==> src/rtl/uart_rx_frame.sv <==
// uart_rx_frame: UART receiver with configurable data width, parity and stop
// bits. It has a 2-flop input synchroniser, start-bit glitch rejection,
// parity and framing error flags, and a valid/ready output register.
//
// Ports:
//   clk_i          system clock, rising edge
//   reset_i        synchronous, active-high reset
//   rx_i           asynchronous serial line, idle high
//   enable_i       low = no new frame is started
//   data_o         received word, LSB first on the line
//   data_valid_o   output register holds a frame
//   data_ready_i   consumer takes the frame when high with data_valid_o
//   parity_err_o   parity mismatch for the frame on data_o
//   frame_err_o    a stop bit was sampled low for the frame on data_o
//   overrun_o      1-cycle pulse when a finished frame is dropped
//   busy_o         receiver is not idle
//
// state | meaning
// IDLE  | waiting for a falling edge on the synchronised line
// START | re-checking the start bit at its centre
// DATA  | sampling data bits, one per bit period
// PAR   | sampling the parity bit
// STOP  | sampling the stop bit(s)
module uart_rx_frame #(
  parameter int CLK_HZ    = 100_000_000,
  parameter int BIT_RATE  = 9600,
  parameter int DATA_BITS = 8,
  parameter int PARITY    = 0,
  parameter int STOP_BITS = 1
) (
  input  logic                 clk_i,
  input  logic                 reset_i,
  input  logic                 rx_i,
  input  logic                 enable_i,
  output logic [DATA_BITS-1:0] data_o,
  output logic                 data_valid_o,
  input  logic                 data_ready_i,
  output logic                 parity_err_o,
  output logic                 frame_err_o,
  output logic                 overrun_o,
  output logic                 busy_o
);
  localparam int CLKS_PER_BIT = CLK_HZ / BIT_RATE;
  localparam int CW = $clog2(CLKS_PER_BIT);
  localparam int BW = $clog2(DATA_BITS + 1);
  localparam logic [CW-1:0] HALF      = CW'((CLKS_PER_BIT - 1) / 2);
  localparam logic [CW-1:0] LAST      = CW'(CLKS_PER_BIT - 1);
  localparam logic [BW-1:0] DATA_LAST = BW'(DATA_BITS - 1);
  localparam logic [BW-1:0] STOP_LAST = BW'(STOP_BITS - 1);

  typedef enum logic [2:0] {IDLE, START, DATA, PAR, STOP} state_t;

  state_t               state_q, state_d;
  logic                 sync_q, rx_s_q, rx_prev_q;
  logic [CW-1:0]        cnt_q, cnt_d;
  logic [BW-1:0]        bit_q, bit_d;
  logic [DATA_BITS-1:0] shift_q, shift_d;
  // Error flags of the frame currently on the line.
  logic                 perr_q, perr_d, ferr_q, ferr_d;
  logic                 commit_q, commit_d;
  logic [DATA_BITS-1:0] data_q, data_d;
  logic                 valid_q, valid_d, pout_q, pout_d, fout_q, fout_d;
  logic                 ovr_q, ovr_d;

  always_ff @(posedge clk_i) begin
    if (reset_i) begin
      sync_q    <= 1'b1;
      rx_s_q    <= 1'b1;
      rx_prev_q <= 1'b1;
    end else begin
      sync_q    <= rx_i;
      rx_s_q    <= sync_q;
      rx_prev_q <= rx_s_q;
    end
  end

  always_comb begin
    state_d  = state_q;
    cnt_d    = cnt_q + 1'b1;
    bit_d    = bit_q;
    shift_d  = shift_q;
    perr_d   = perr_q;
    ferr_d   = ferr_q;
    commit_d = 1'b0;
    case (state_q)
      IDLE: begin
        cnt_d = '0;
        // Needs a high-to-low transition, so a held-low line never retriggers.
        if (enable_i && !rx_s_q && rx_prev_q) begin
          state_d = START;
          bit_d   = '0;
          perr_d  = 1'b0;
          ferr_d  = 1'b0;
        end
      end
      START: begin
        if (cnt_q == HALF) begin
          cnt_d   = '0;
          state_d = rx_s_q ? IDLE : DATA;
        end
      end
      DATA: begin
        if (cnt_q == LAST) begin
          cnt_d   = '0;
          shift_d = {rx_s_q, shift_q[DATA_BITS-1:1]};
          bit_d   = bit_q + 1'b1;
          if (bit_q == DATA_LAST) begin
            bit_d   = '0;
            state_d = (PARITY != 0) ? PAR : STOP;
          end
        end
      end
      PAR: begin
        if (cnt_q == LAST) begin
          cnt_d   = '0;
          perr_d  = (PARITY == 1) ? ~(^shift_q ^ rx_s_q) : (^shift_q ^ rx_s_q);
          state_d = STOP;
        end
      end
      STOP: begin
        if (cnt_q == LAST) begin
          cnt_d = '0;
          bit_d = bit_q + 1'b1;
          if (!rx_s_q) ferr_d = 1'b1;
          if (bit_q == STOP_LAST) begin
            state_d  = IDLE;
            commit_d = 1'b1;
          end
        end
      end
      default: state_d = IDLE;
    endcase

    valid_d = valid_q;
    data_d  = data_q;
    pout_d  = pout_q;
    fout_d  = fout_q;
    ovr_d   = 1'b0;
    if (valid_q && data_ready_i) valid_d = 1'b0;
    // A handshake in the commit cycle frees the register for the new frame.
    if (commit_q) begin
      if (!valid_q || data_ready_i) begin
        valid_d = 1'b1;
        data_d  = shift_q;
        pout_d  = perr_q;
        fout_d  = ferr_q;
      end else begin
        ovr_d = 1'b1;
      end
    end
  end

  always_ff @(posedge clk_i) begin
    if (reset_i) begin
      state_q  <= IDLE;
      cnt_q    <= '0;
      bit_q    <= '0;
      shift_q  <= '0;
      perr_q   <= 1'b0;
      ferr_q   <= 1'b0;
      commit_q <= 1'b0;
      data_q   <= '0;
      valid_q  <= 1'b0;
      pout_q   <= 1'b0;
      fout_q   <= 1'b0;
      ovr_q    <= 1'b0;
    end else begin
      state_q  <= state_d;
      cnt_q    <= cnt_d;
      bit_q    <= bit_d;
      shift_q  <= shift_d;
      perr_q   <= perr_d;
      ferr_q   <= ferr_d;
      commit_q <= commit_d;
      data_q   <= data_d;
      valid_q  <= valid_d;
      pout_q   <= pout_d;
      fout_q   <= fout_d;
      ovr_q    <= ovr_d;
    end
  end

  assign data_o       = data_q;
  assign data_valid_o = valid_q;
  assign parity_err_o = pout_q;
  assign frame_err_o  = fout_q;
  assign overrun_o    = ovr_q;
  assign busy_o       = (state_q != IDLE);
endmodule

==> config.mk <==
export PLATFORM = sky130hd
export DESIGN_NAME = uart_rx_frame
export DESIGN_NICKNAME = d
export VERILOG_FILES = /design/src/rtl/uart_rx_frame.sv
export SDC_FILE = /design/constraint.sdc
export NUM_CORES = 1
export LEC_CHECK = 0
export CELL_PAD_IN_SITES_DETAIL_PLACEMENT = 1
export CELL_PAD_IN_SITES_GLOBAL_PLACEMENT = 2
export CORE_AREA = 3 3 92 77
export DETAILED_ROUTE_END_ITERATION = 10
export DIE_AREA = 0 0 95 80
export HOLD_SLACK_MARGIN = 0.05
export PLACE_DENSITY_LB_ADDON = 0.1
export SLEW_MARGIN = 20
export SYNTH_ARGS = -nofsm -noshare
export SYNTH_HDL_FRONTEND = slang
export SYNTH_SLANG_ARGS = --single-unit
==> constraint.sdc <==
create_clock -name clk_i -period 2.3 [get_ports clk_i]
set_clock_uncertainty 0.05 [all_clocks]
set_input_delay 0.69 -clock clk_i [delete_from_list [all_inputs] [get_ports clk_i]]
set_output_delay 0.69 -clock clk_i [all_outputs]
set_load 0.03 [all_outputs]
==> Flow_metrics.wiki, run 1 <==
{| class="wikitable"
! Metric !! Value
|-
| DRC violation count after routing || 0
|-
| P per Cell Area || 533 mW/mm²
|-
| Register clock-pin slew on the reported worst setup and hold paths || 80 ps
|-
| Total placed instance area || 0.00248 mm²
|-
| Static Leak || 0.00104 µW
|-
| Fill cell instance count of the final layout || 744
|-
| Max H-tree Level || 2
|-
| Most numerous cell in the Yosys netlist || dfxtp_1
|-
| TritonCTS buffer count || 5
|-
| Most common library cells after synthesis || 47 x dfxtp_1, 45 x nor2_1, 18 x mux2i_1, 13 x a21oi_1, 12 x inv_1
|-
| Count of port buffers added during placement || 17
|-
| Total overflow reported by the global router || 0
|-
| Antenna Nets Post-Route || 0
|-
| Routed WL per cell || 13.9 µm
|-
| Number of diodes added for antenna fixing || 0
|-
| Critical Path, Cell by Cell || or3_4 > dlygate4sd2_1
|-
| Fraction of final layout cells sized beyond drive strength 1 || 12.0%
|-
| Endpoint arrival time on the critical path || 1350 ps
|-
| CTS tree || yes
|-
| Post-Route WL || 4860 µm
|-
| Worst-case clock buffer depth || 2
|-
| Run status || complete, no violations
|-
| Count of routing violations after the opening detailed-route iteration || 52
|-
| Highest cell delay on the worst timing path || 380 ps
|-
| Library cell occupying the most area in the post-synthesis netlist || dfxtp_1
|-
| Dpl hpwl || 3590 µm
|-
| Final worst path period share || 90.8%
|-
| VDD IR-drop max || 361 µV
|-
| Kind of end point of the critical path || output port
|-
| Pin count of the biggest net entering global routing || 31
|-
| Cell at the slowest stage of the critical path || or3_4
|-
| Number of search-and-repair iterations in the first detailed-routing pass || 5
|-
| Worst-case register-to-register setup slack || 270 ps
|-
| Initial cell density of the core || 34.4%
|-
| Worst min-delay path category || flop to flop
|-
| Gpl congestion || 0.774
|-
| Yosys reg bits || 47
|-
| CTS Sinks || 47
|-
| Asr flop ratio synth || 0%
|-
| Core region area || 0.00628 mm²
|-
| Post-layout instance area || 0.00257 mm²
|-
| Chip Height || 80 µm
|-
| Die Area || 0.00760 mm²
|-
| Setup Crit Path Kind || flop to output port
|-
| Unrepaired setup endpoints after global routing || no
|-
| Placed cell count || 343
|-
| Sink of the worst hold path || rx_s_q$_SDFF_PP1_
|-
| Area of the mapped netlist || 0.00216 mm²
|-
| Area overhead of the layout relative to synthesis || 19.2%
|-
| Final hold slack || 386 ps
|-
| Avg Vias per Cell || 4.83
|-
| Width of the die || 95 µm
|-
| Number of global-route vias before repair || 1588
|-
| Gate Count Post-Synth || 238
|-
| Maximum capacitance violations || 0
|-
| Area contributors post-synth || dfxtp_1 44%, mux2i_1 8.4%, nor2_1 7.8%, xnor2_1 4.1%, xor2_1 3.2%
|-
| Hold-fix buffer count after cts || 0
|-
| Synth Warn # || 0
|-
| Total negative slack for setup checks || 0 ps
|-
| Final Core Density || 41.0%
|-
| Slew margin rel. || 69.4%
|-
| Primary flip-flop cell chosen by synthesis mapping || dfxtp_1
|-
| Hold violation total from the final report || 0
|-
| Library cell used as clock root buffer || clkbuf_8
|-
| Overall fraction of global-route tracks in use || 13.6%
|-
| Fraction of the yosys area taken by sequential cells || 43.6%
|-
| Number of antenna violations at the first check in global routing || 0
|-
| Synth unique cells || 44
|-
| Post-layout minimum cycle time || 2090 ps
|-
| Portion of synthesized cell area occupied by the leading cell type || 43.6%
|-
| Least-Margin Pin Slew || 454 ps
|-
| Number of pins exceeding their max-slew limit in the final report || 0
|-
| Net count, final || 274
|-
| Net count after synthesis || 246
|-
| Worst-Skew Late Latency || 290 ps
|-
| Global-route wire length before repair || 7960 µm
|-
| Data required time at the worst endpoint || 1560 ps
|-
| Total vias in the final route || 1691
|-
| Top achievable clock speed || 479 MHz
|-
| Cells on worst reg2reg path || 6
|-
| Max Fanout on Critical Path || 2
|-
| Cts repair resizes || 1
|-
| Reg2reg end || bit_q[2]$_SDFFE_PP0P_
|-
| Final instance count without filler cells || 350
|-
| Total setup buffers inserted after CTS || 0
|-
| Mean Syn Cell Area || 9.06 µm²
|-
| Number of cells on the worst hold path || 1
|-
| Worst setup SP type || flop
|-
| Number of enable-type register cells in the synthesized netlist || 0
|-
| Count of standard-cell rows || 26
|-
| Final setup fails || 0
|-
| Top-level I/O count || 18
|-
| Reg2reg start || cnt_q[0]$_SDFF_PP0_
|-
| Hold path startpoint || sync_q$_SDFF_PP1_
|}
power breakdown:
group          internal [µW]  total (µW)  switching (µW)  leakage (µW)
Sequential               816         819            2.46      0.000379
Clock                    236         502             265     0.0000470
Combinational           21.7        50.9            29.2      0.000618
kinds of logic (layout without fill, tap and decap cells):
group / Yosys count / count (layout) / synth area share (%)
mux: 19 / 19 / 8.87
simple gates: 100 / 100 / 25.2
fa+ha+maj: 3 / 3 / 1.74
flops: 47 / 47 / 43.6
xor+xnor: 19 / 19 / 8.35
buf+inv: 23 / 51 / 4.87
compound gates: 27 / 27 / 7.37
metrics by stage:
step                setup WS [ps]  power [µW]
floorplan                     334         867
global placement            -39.2         890
detailed placement          -67.8         890
CTS                           188        1400
global route                  158        1440
finish                        211        1370
how the worst max path moves through the flow:
stage          depth (start not counted)                    end  slack, ps                     from
6_report                               2                 busy_o        210  state_q[2]$_SDFFE_PP0P_
5_1_grt                                2                 busy_o        160  state_q[2]$_SDFFE_PP0P_
4_1_cts                                2                 busy_o        190  state_q[2]$_SDFFE_PP0P_
3_5_place_dp                           6  bit_q[2]$_SDFFE_PP0P_        -70                 enable_i
3_3_place_gp                           6  bit_q[2]$_SDFFE_PP0P_        -40                 enable_i
2_1_floorplan                          7  bit_q[2]$_SDFFE_PP0P_        330      cnt_q[0]$_SDFF_PP0_
critical path, delay by kind of cell, from the launching register on:
kind,cells,cell delay (ps)
buffers and inverters,1,360
flip-flops,1,320
AND/OR/NAND/NOR,1,380
layout by cell type, fill, tap and decap left out, types with 3 or more instances in the layout:
cell and count:
xor2_1 8, nand3_1 9, dfxtp_1 47, mux2i_1 18, nand3b_1 3, o21ai_0 6
xnor2_1 10, or2_2 3, nor2_1 45, a21oi_1 13, nand4_1 4, buf_4 15
clkbuf_8 6, clkdlybuf4s50_1 16, ha_1 3, nand2_1 11, and4_1 4, inv_1 12
state kept, by name (all words and copies together), names as in the netlist:
| name | cells |
|---|---|
| ferr_q | 1 |
| overrun_o | 1 |
| sync_q | 1 |
| bit_q | 4 |
| shift_q | 8 |
| cnt_q | 14 |
| rx_prev_q | 1 |
| data_o | 8 |
| perr_q | 1 |
| commit_q | 1 |
| frame_err_o | 1 |
| rx_s_q | 1 |
| data_valid_o | 1 |
| parity_err_o | 1 |
| state_q | 3 |
final cells by class:
class | count | area [µm²] | area share, %
Clock buffer | 6 | 82.6 | 3.21
Clock inverter | 1 | 5.00 | 0.195
Inverter | 12 | 45.0 | 1.75
Multi-Input combinational cell | 168 | 1110 | 43.2
Sequential cell | 47 | 941 | 36.6
Tap cell | 84 | 105 | 4.09
Timing Repair Buffer | 32 | 282 | 10.9
per-layer routing:
layer / part of all wire, % / GRT usage, % / up-vias / routed length (µm)
li1: - / - / 859 / -
met1: 58 / 21.1 / 808 / 2810
met2: 38 / 18.3 / 22 / 1870
met3: 3.1 / 3.49 / 2 / 152
met4: 0.62 / 3.46 / 0 / 30
met5: 0 / 0 / - / 0
Note: power is estimated with default switching activity, not from simulation.
==> run 2, diff against run 1 <==
- GPL_TIMING_DRIVEN: default -> 0
- SKIP_LAST_GASP: default -> 1
==> run 2 against run 1 <==
  * Flip-flop and latch count is the same
  * Setup slack got worse by 150 ps
  * Global-route usage up 1.0 points
  * Clock power rose by 45%
  * Critical path depth grew 5
  * Register-to-register slack worse by 210 ps
  * First-iteration DRC count is 44% lower
  * Cell area up 0.34%
  * Critical path type is now flop to flop
  * Largest power group unchanged
  * Highest routed layer unchanged
==> Flow_metrics.wiki, run 2 (synthesized netlist as in run 1, its figures left out) <==
{| class="wikitable"
! Metric !! Value
|-
| Endpoint arrival time on the critical path || 2420 ps (+1070 ps)
|-
| Count of standard-cell rows || 26 (unchanged)
|-
| Pin count of the biggest net entering global routing || 15 (-52%)
|-
| Worst setup SP type || flop
|-
| Final setup fails || 0 (unchanged)
|-
| Final instance count without filler cells || 347 (-0.86%)
|-
| CTS Sinks || 47 (unchanged)
|-
| Top cell family by delay on the critical path || simple AND/OR/NAND/NOR gates
|-
| Worst-case clock buffer depth || 2 (unchanged)
|-
| Dpl hpwl || 3630 µm (+1.2%)
|-
| Fraction of final layout cells sized beyond drive strength 1 || 9.51% (-2.5 points)
|-
| Net count, final || 270 (-1.5%)
|-
| Width of the die || 95 µm (unchanged)
|-
| Data required time at the worst endpoint || 2490 ps (+930 ps)
|-
| Number of antenna violations at the first check in global routing || 0 (unchanged)
|-
| Count of port buffers added during placement || 17 (unchanged)
|-
| Highest cell delay on the worst timing path || 500 ps (+120 ps)
|-
| Static Leak || 0.00103 µW (-1.4%)
|-
| Least-Margin Pin Slew || 733 ps (+279 ps)
|-
| Number of search-and-repair iterations in the first detailed-routing pass || 4 (-1)
|-
| Most common cell after layout, fill and taps aside || dfxtp_1
|-
| Final worst path period share || 97.3% (+6.4 points)
|-
| Routed WL per cell || 14.4 µm (+3.3%)
|-
| Avg Vias per Cell || 4.88 (+1.0%)
|-
| Max Fanout on Critical Path || 7 (+5)
|-
| Initial cell density of the core || 34.4% (unchanged)
|-
| Library cell used as clock root buffer || clkbuf_8
|-
| Number of global-route vias before repair || 1710 (+7.7%)
|-
| Die Area || 0.00760 mm² (unchanged)
|-
| Worst-Skew Late Latency || 310 ps (+20 ps)
|-
| Kind of end point of the critical path || flop
|-
| Number of pins exceeding their max-slew limit in the final report || 0 (unchanged)
|-
| Register clock-pin slew on the reported worst setup and hold paths || 90 ps (about the same)
|-
| Post-layout minimum cycle time || 2240 ps (+148 ps)
|-
| Overall fraction of global-route tracks in use || 14.6% (+1.0 points)
|-
| DRC violation count after routing || 0 (unchanged)
|-
| Gpl congestion || 0.740 (-4.5%)
|-
| Sequential cell area || 941 µm² (unchanged)
|-
| Unrepaired setup endpoints after global routing || yes
|-
| Maximum capacitance violations || 0 (unchanged)
|-
| Multi-input gate area || 0.00112 mm² (+0.90%)
|-
| Critical Path, Cell by Cell || ha_1 > and3_1 > buf_2 > nand4_2 > o21a_4 > or4b_1 > a21oi_1
|-
| Antenna Nets Post-Route || 0 (unchanged)
|-
| VDD IR-drop max || 231 µV (-36%)
|-
| Buffers plus inverters on the worst setup path || 1 (unchanged)
|-
| Fill cell instance count of the final layout || 757 (+1.7%)
|-
| Hold violation total from the final report || 0 (unchanged)
|-
| Max H-tree Level || 2 (unchanged)
|-
| TritonCTS buffer count || 5 (unchanged)
|-
| Worst min-delay path category || flop to flop
|-
| Setup Crit Path Kind || flop to flop
|-
| Total vias in the final route || 1694 (+0.18%)
|-
| Post-Route WL || 4980 µm (+2.4%)
|-
| Core region area || 0.00628 mm² (unchanged)
|-
| Top-level I/O count || 18 (unchanged)
|-
| Global-route wire length before repair || 8510 µm (+6.9%)
|-
| Hold-fix buffer count after cts || 0 (unchanged)
|-
| Cell at the slowest stage of the critical path || or4b_1
|-
| Total overflow reported by the global router || 0 (unchanged)
|-
| Top achievable clock speed || 447 MHz (-6.6%)
|-
| Placed cell count || 339 (-1.2%)
|-
| Number of diodes added for antenna fixing || 0 (unchanged)
|-
| Run status || complete, no violations
|-
| Count of routing violations after the opening detailed-route iteration || 29 (-44%)
|-
| Area overhead of the layout relative to synthesis || 19.6%
|-
| CTS tree || yes
|-
| Number of flip-flops in the largest register || 14 (unchanged)
|-
| Top library cells by usage in the layout, fill and taps aside || 47 x dfxtp_1, 45 x nor2_1, 18 x mux2i_1
|-
| Chip Height || 80 µm (unchanged)
|-
| Final hold slack || 368 ps (-17.4 ps)
|-
| Top reg by flops || cnt_q
|-
| Slew margin rel. || 51.2% (-18 points)
|-
| P per Cell Area || 619 mW/mm² (+16%)
|}
==> run 2: cell types whose count changed in the layout (fill, tap and decap cells not counted), sizes merged <==
cell    before  now
buf         15    6
clkbuf       6   11
bufinv       0    2
clkinv       1    0
==> run 2: final timing paths <==
path,depth (start not counted),from,slack [ps],endpoint
min,1,sync_q$_SDFF_PP1_,370,rx_s_q$_SDFF_PP1_
max,7,cnt_q[0]$_SDFF_PP0_,60,bit_q[2]$_SDFFE_PP0P_
min reg2reg,1,sync_q$_SDFF_PP1_,370,rx_s_q$_SDFF_PP1_
max reg2reg,7,cnt_q[0]$_SDFF_PP0_,60,bit_q[2]$_SDFFE_PP0P_
==> run 2: routing by layer <==
layer  global-route usage [%]  vias up  part of all wire (%)
met2                     21.0       18                    42
met5                        0        -                     0
met3                     3.49        8                   2.8
li1                         -      855                     -
met4                     4.76        0                   1.3
met1                     21.3      813                    54
==> run 2: cell type report <==
class	instances	area share, %
multi-input cells	168	43.5
flip-flops and latches	47	36.5
clock inverters	2	2.33
plain buffers	10	2.28
clock buffers	6	2.81
inverters	12	1.75
repair buffers	18	6.84
well taps	84	4.07
==> run 2: what timing repair did <==
action                                  4_1_cts  5_1_grt
gates resized for setup                       2        3
pin swaps                                     0        1
buffers inserted                              0        1
endpoints found under the setup margin       12       17
hold endpoints to repair                      0        0
==> run 2: metrics by stage <==
stage	TNS (ps)	total power (µW)	cell area, µm²	worst slack, ps	utilization (%)
floorplan	0	867	2160	334	-
global placement	-3620	888	2430	-193	38.7
detailed placement	-3870	888	2430	-203	38.7
CTS	0	1610	2560	57.8	40.9
global route	-65.9	1670	2580	-65.9	41.1
finish	0	1600	2580	62.9	41.1
==> run 2: report_power, final <==
part	total (µW)	switching [µW]	internal (µW)
clock	728	293	435
sequential	819	2.04	817
combinational	50.9	30.3	20.6
==> run 3, diff against run 2 <==
- CTS_BUF_LIST: default -> sky130_fd_sc_hd__clkbuf_4 sky130_fd_sc_hd__clkbuf_8 sky130_fd_sc_hd__clkbuf_16
==> run 3 against run 2 <==
  * Via count decreased by 0.24%
  * Cell area increased by 0.15%
  * Wire length about the same
  * First-iteration DRC count unchanged
  * Critical path depth unchanged
  * Setup slack about the same
  * Fmax about the same
  * Cell count unchanged
  * Global-route usage unchanged
  * Critical endpoint unchanged
==> Flow_metrics.wiki, run 3 (synthesized netlist as in run 1, its figures left out) <==
{| class="wikitable"
! Metric !! Value
|-
| Switching share of power || 20.3% (-0.075 points)
|-
| Maximum capacitance violations || 0 (unchanged)
|-
| DRC violation count after routing || 0 (unchanged)
|-
| Kind of end point of the critical path || flop
|-
| Detailed-routing wirelength on met1 || 2660 µm (-0.22%)
|-
| Hold-fix buffer count after cts || 0 (unchanged)
|-
| Worst-case clock buffer depth || 2 (unchanged)
|-
| Library cell used as clock root buffer || clkbuf_8
|-
| P per Cell Area || 623 mW/mm² (+0.69%)
|-
| Initial cell density of the core || 34.4% (unchanged)
|-
| Fraction of final layout cells sized beyond drive strength 1 || 9.89% (+0.38 points)
|-
| Count of routing violations after the opening detailed-route iteration || 29 (unchanged)
|-
| Top library cells by usage in the layout, fill and taps aside || 47 x dfxtp_1, 45 x nor2_1, 18 x mux2i_1
|-
| Global-route wire length before repair || 8510 µm (unchanged)
|-
| CTS tree || yes
|-
| Final setup fails || 0 (unchanged)
|-
| Worst setup path endpoint || bit_q[2]$_SDFFE_PP0P_
|-
| Power dissipated by switching net loads || 327 µW (+0.47%)
|-
| Max H-tree Level || 2 (unchanged)
|-
| Final hold slack || 368 ps (+0.0700 ps)
|-
| Setup Crit Path Kind || flop to flop
|-
| Least-Margin Pin Slew || 733 ps (unchanged)
|-
| Worst setup SP type || flop
|-
| Hold violation total from the final report || 0 (unchanged)
|-
| Unrepaired setup endpoints after global routing || yes
|-
| Max Fanout on Critical Path || 7 (unchanged)
|-
| Number of diodes added for antenna fixing || 0 (unchanged)
|-
| Count of port buffers added during placement || 17 (unchanged)
|-
| Core region area || 0.00628 mm² (unchanged)
|-
| Met3 Wirelength || 137 µm (unchanged)
|-
| Net count, final || 270 (unchanged)
|-
| CTS Sinks || 47 (unchanged)
|-
| Reg2reg end || bit_q[2]$_SDFFE_PP0P_
|-
| Multi-input gate area || 0.00112 mm² (unchanged)
|-
| Total overflow reported by the global router || 0 (unchanged)
|-
| Slew margin rel. || 51.2% (unchanged)
|-
| Static Leak || 0.00103 µW (+0.33%)
|-
| Power Internal || 1280 µW (+0.93%)
|-
| Final worst path period share || 97.3% (about the same)
|-
| Part of the power in the clock network || 46.0% (+0.4 points)
|-
| Worst-Skew Late Latency || 310 ps (about the same)
|-
| TritonCTS buffer count || 5 (unchanged)
|-
| Post-layout minimum cycle time || 2240 ps (+0.239 ps)
|-
| Area overhead of the layout relative to synthesis || 19.8%
|-
| Number of global-route vias before repair || 1710 (unchanged)
|-
| Number of pins exceeding their max-slew limit in the final report || 0 (unchanged)
|-
| Top reg by flops || cnt_q
|-
| Sequential Power Share || 50.8% (-0.4 points)
|-
| VDD IR-drop max || 231 µV (+0.17%)
|-
| Highest routed layer || met4
|-
| Chip Height || 80 µm (unchanged)
|-
| Run status || complete, no violations
|-
| Routed WL per cell || 14.3 µm (about the same)
|-
| Gpl congestion || 0.740 (unchanged)
|-
| Reg2reg start || cnt_q[0]$_SDFF_PP0_
|-
| Data required time at the worst endpoint || 2490 ps (about the same)
|-
| Width of the die || 95 µm (unchanged)
|-
| Worst min-delay path category || flop to flop
|-
| Sequential cell area || 941 µm² (unchanged)
|-
| Pin count of the biggest net entering global routing || 15 (unchanged)
|-
| Placed cell count || 339 (unchanged)
|-
| Number of flip-flops in the largest register || 14 (unchanged)
|-
| Register clock-pin slew on the reported worst setup and hold paths || 90 ps (about the same)
|-
| Launching element of the worst setup path || cnt_q[0]$_SDFF_PP0_
|-
| Number of antenna violations at the first check in global routing || 0 (unchanged)
|-
| Avg Vias per Cell || 4.87 (-0.24%)
|-
| Fill cell instance count of the final layout || 756 (-0.13%)
|-
| Top achievable clock speed || 447 MHz (about the same)
|-
| Number of search-and-repair iterations in the first detailed-routing pass || 4 (unchanged)
|-
| DR WL met2 || 2110 µm (+0.14%)
|-
| Die Area || 0.00760 mm² (unchanged)
|-
| Overall fraction of global-route tracks in use || 14.6% (unchanged)
|-
| Dpl hpwl || 3630 µm (unchanged)
|-
| Top-level I/O count || 18 (unchanged)
|-
| Antenna Nets Post-Route || 0 (unchanged)
|-
| Total vias in the final route || 1690 (-0.24%)
|-
| Worst-case register-to-register setup slack || 60 ps (about the same)
|-
| Cells on worst reg2reg path || 7 (unchanged)
|-
| Final instance count without filler cells || 347 (unchanged)
|-
| Count of standard-cell rows || 26 (unchanged)
|-
| Post-Route WL || 4980 µm (about the same)
|-
| Comb pwr share || 3.2% (about the same)
|-
| Endpoint arrival time on the critical path || 2420 ps (about the same)
|-
| Most common cell after layout, fill and taps aside || dfxtp_1
|}
==> run 3: cell types whose count changed in the layout (fill, tap and decap cells not counted) <==
cell	change
clkbuf_1	-1
clkbuf_4	+1
==> run 3: metal layers <==
layer	vias to the layer above	track usage [%]
li1	855	-
met1	809	21.3
met2	18	21.0
met3	8	3.49
met4	0	4.76
met5	-	0
==> run 3: timing repair <==
action,CTS,global route
pin swaps,0,1
gates resized for setup,2,3
setup buffers,0,1
endpoints found under the setup margin,12,17
==> run 3: final cells by class <==
| type | count | share of cell area (%) |
|---|---|---|
| inverter | 12 | 1.74 |
| timing repair buffer | 18 | 6.83 |
| clock buffer | 6 | 2.95 |
| sequential | 47 | 36.4 |
| multi-input combinational | 168 | 43.4 |
| clock inverter | 2 | 2.32 |
| buffer | 10 | 2.28 |
| tap | 84 | 4.07 |
==> run 3: worst max-delay path, stage by stage, from the launching register on <==
cell,delay [ps]
dfxtp_1,370
ha_1,240
and3_1,160
buf_2,190
nand4_2,210
o21a_4,290
or4b_1,500
a21oi_1,150
==> run 3: worst min-delay path by stage <==
stage	end	depth (start not counted)	from	slack [ps]
final	rx_s_q$_SDFF_PP1_	1	sync_q$_SDFF_PP1_	370
after global routing	rx_s_q$_SDFF_PP1_	1	sync_q$_SDFF_PP1_	390
after CTS	rx_s_q$_SDFF_PP1_	1	sync_q$_SDFF_PP1_	370
after detailed placement	rx_s_q$_SDFF_PP1_	1	sync_q$_SDFF_PP1_	350
after global placement	rx_s_q$_SDFF_PP1_	1	sync_q$_SDFF_PP1_	340
after floorplan	rx_s_q$_SDFF_PP1_	1	sync_q$_SDFF_PP1_	340
==> run 3: per-stage QoR <==
step | total power [µW] | worst slack (ps) | setup TNS, ps | area (µm²) | utilization [%]
after global routing | 1680 | -65.9 | -65.9 | 2580 | 41.2
final | 1610 | 62.6 | 0 | 2580 | 41.2
after floorplan | 867 | 334 | 0 | 2160 | -
after detailed placement | 888 | -203 | -3870 | 2430 | 38.7
after CTS | 1630 | 57.7 | 0 | 2570 | 40.9
after global placement | 888 | -193 | -3620 | 2430 | 38.7
==> run 3: power groups by stage <==
stage	registers [µW]	clock network [µW]	logic, µW
final	819	741	50.9
after global routing	820	802	55.9
after CTS	819	758	50.4
after detailed placement	838	0	50.2
after global placement	838	0	50.3
after floorplan	837	0	29.9
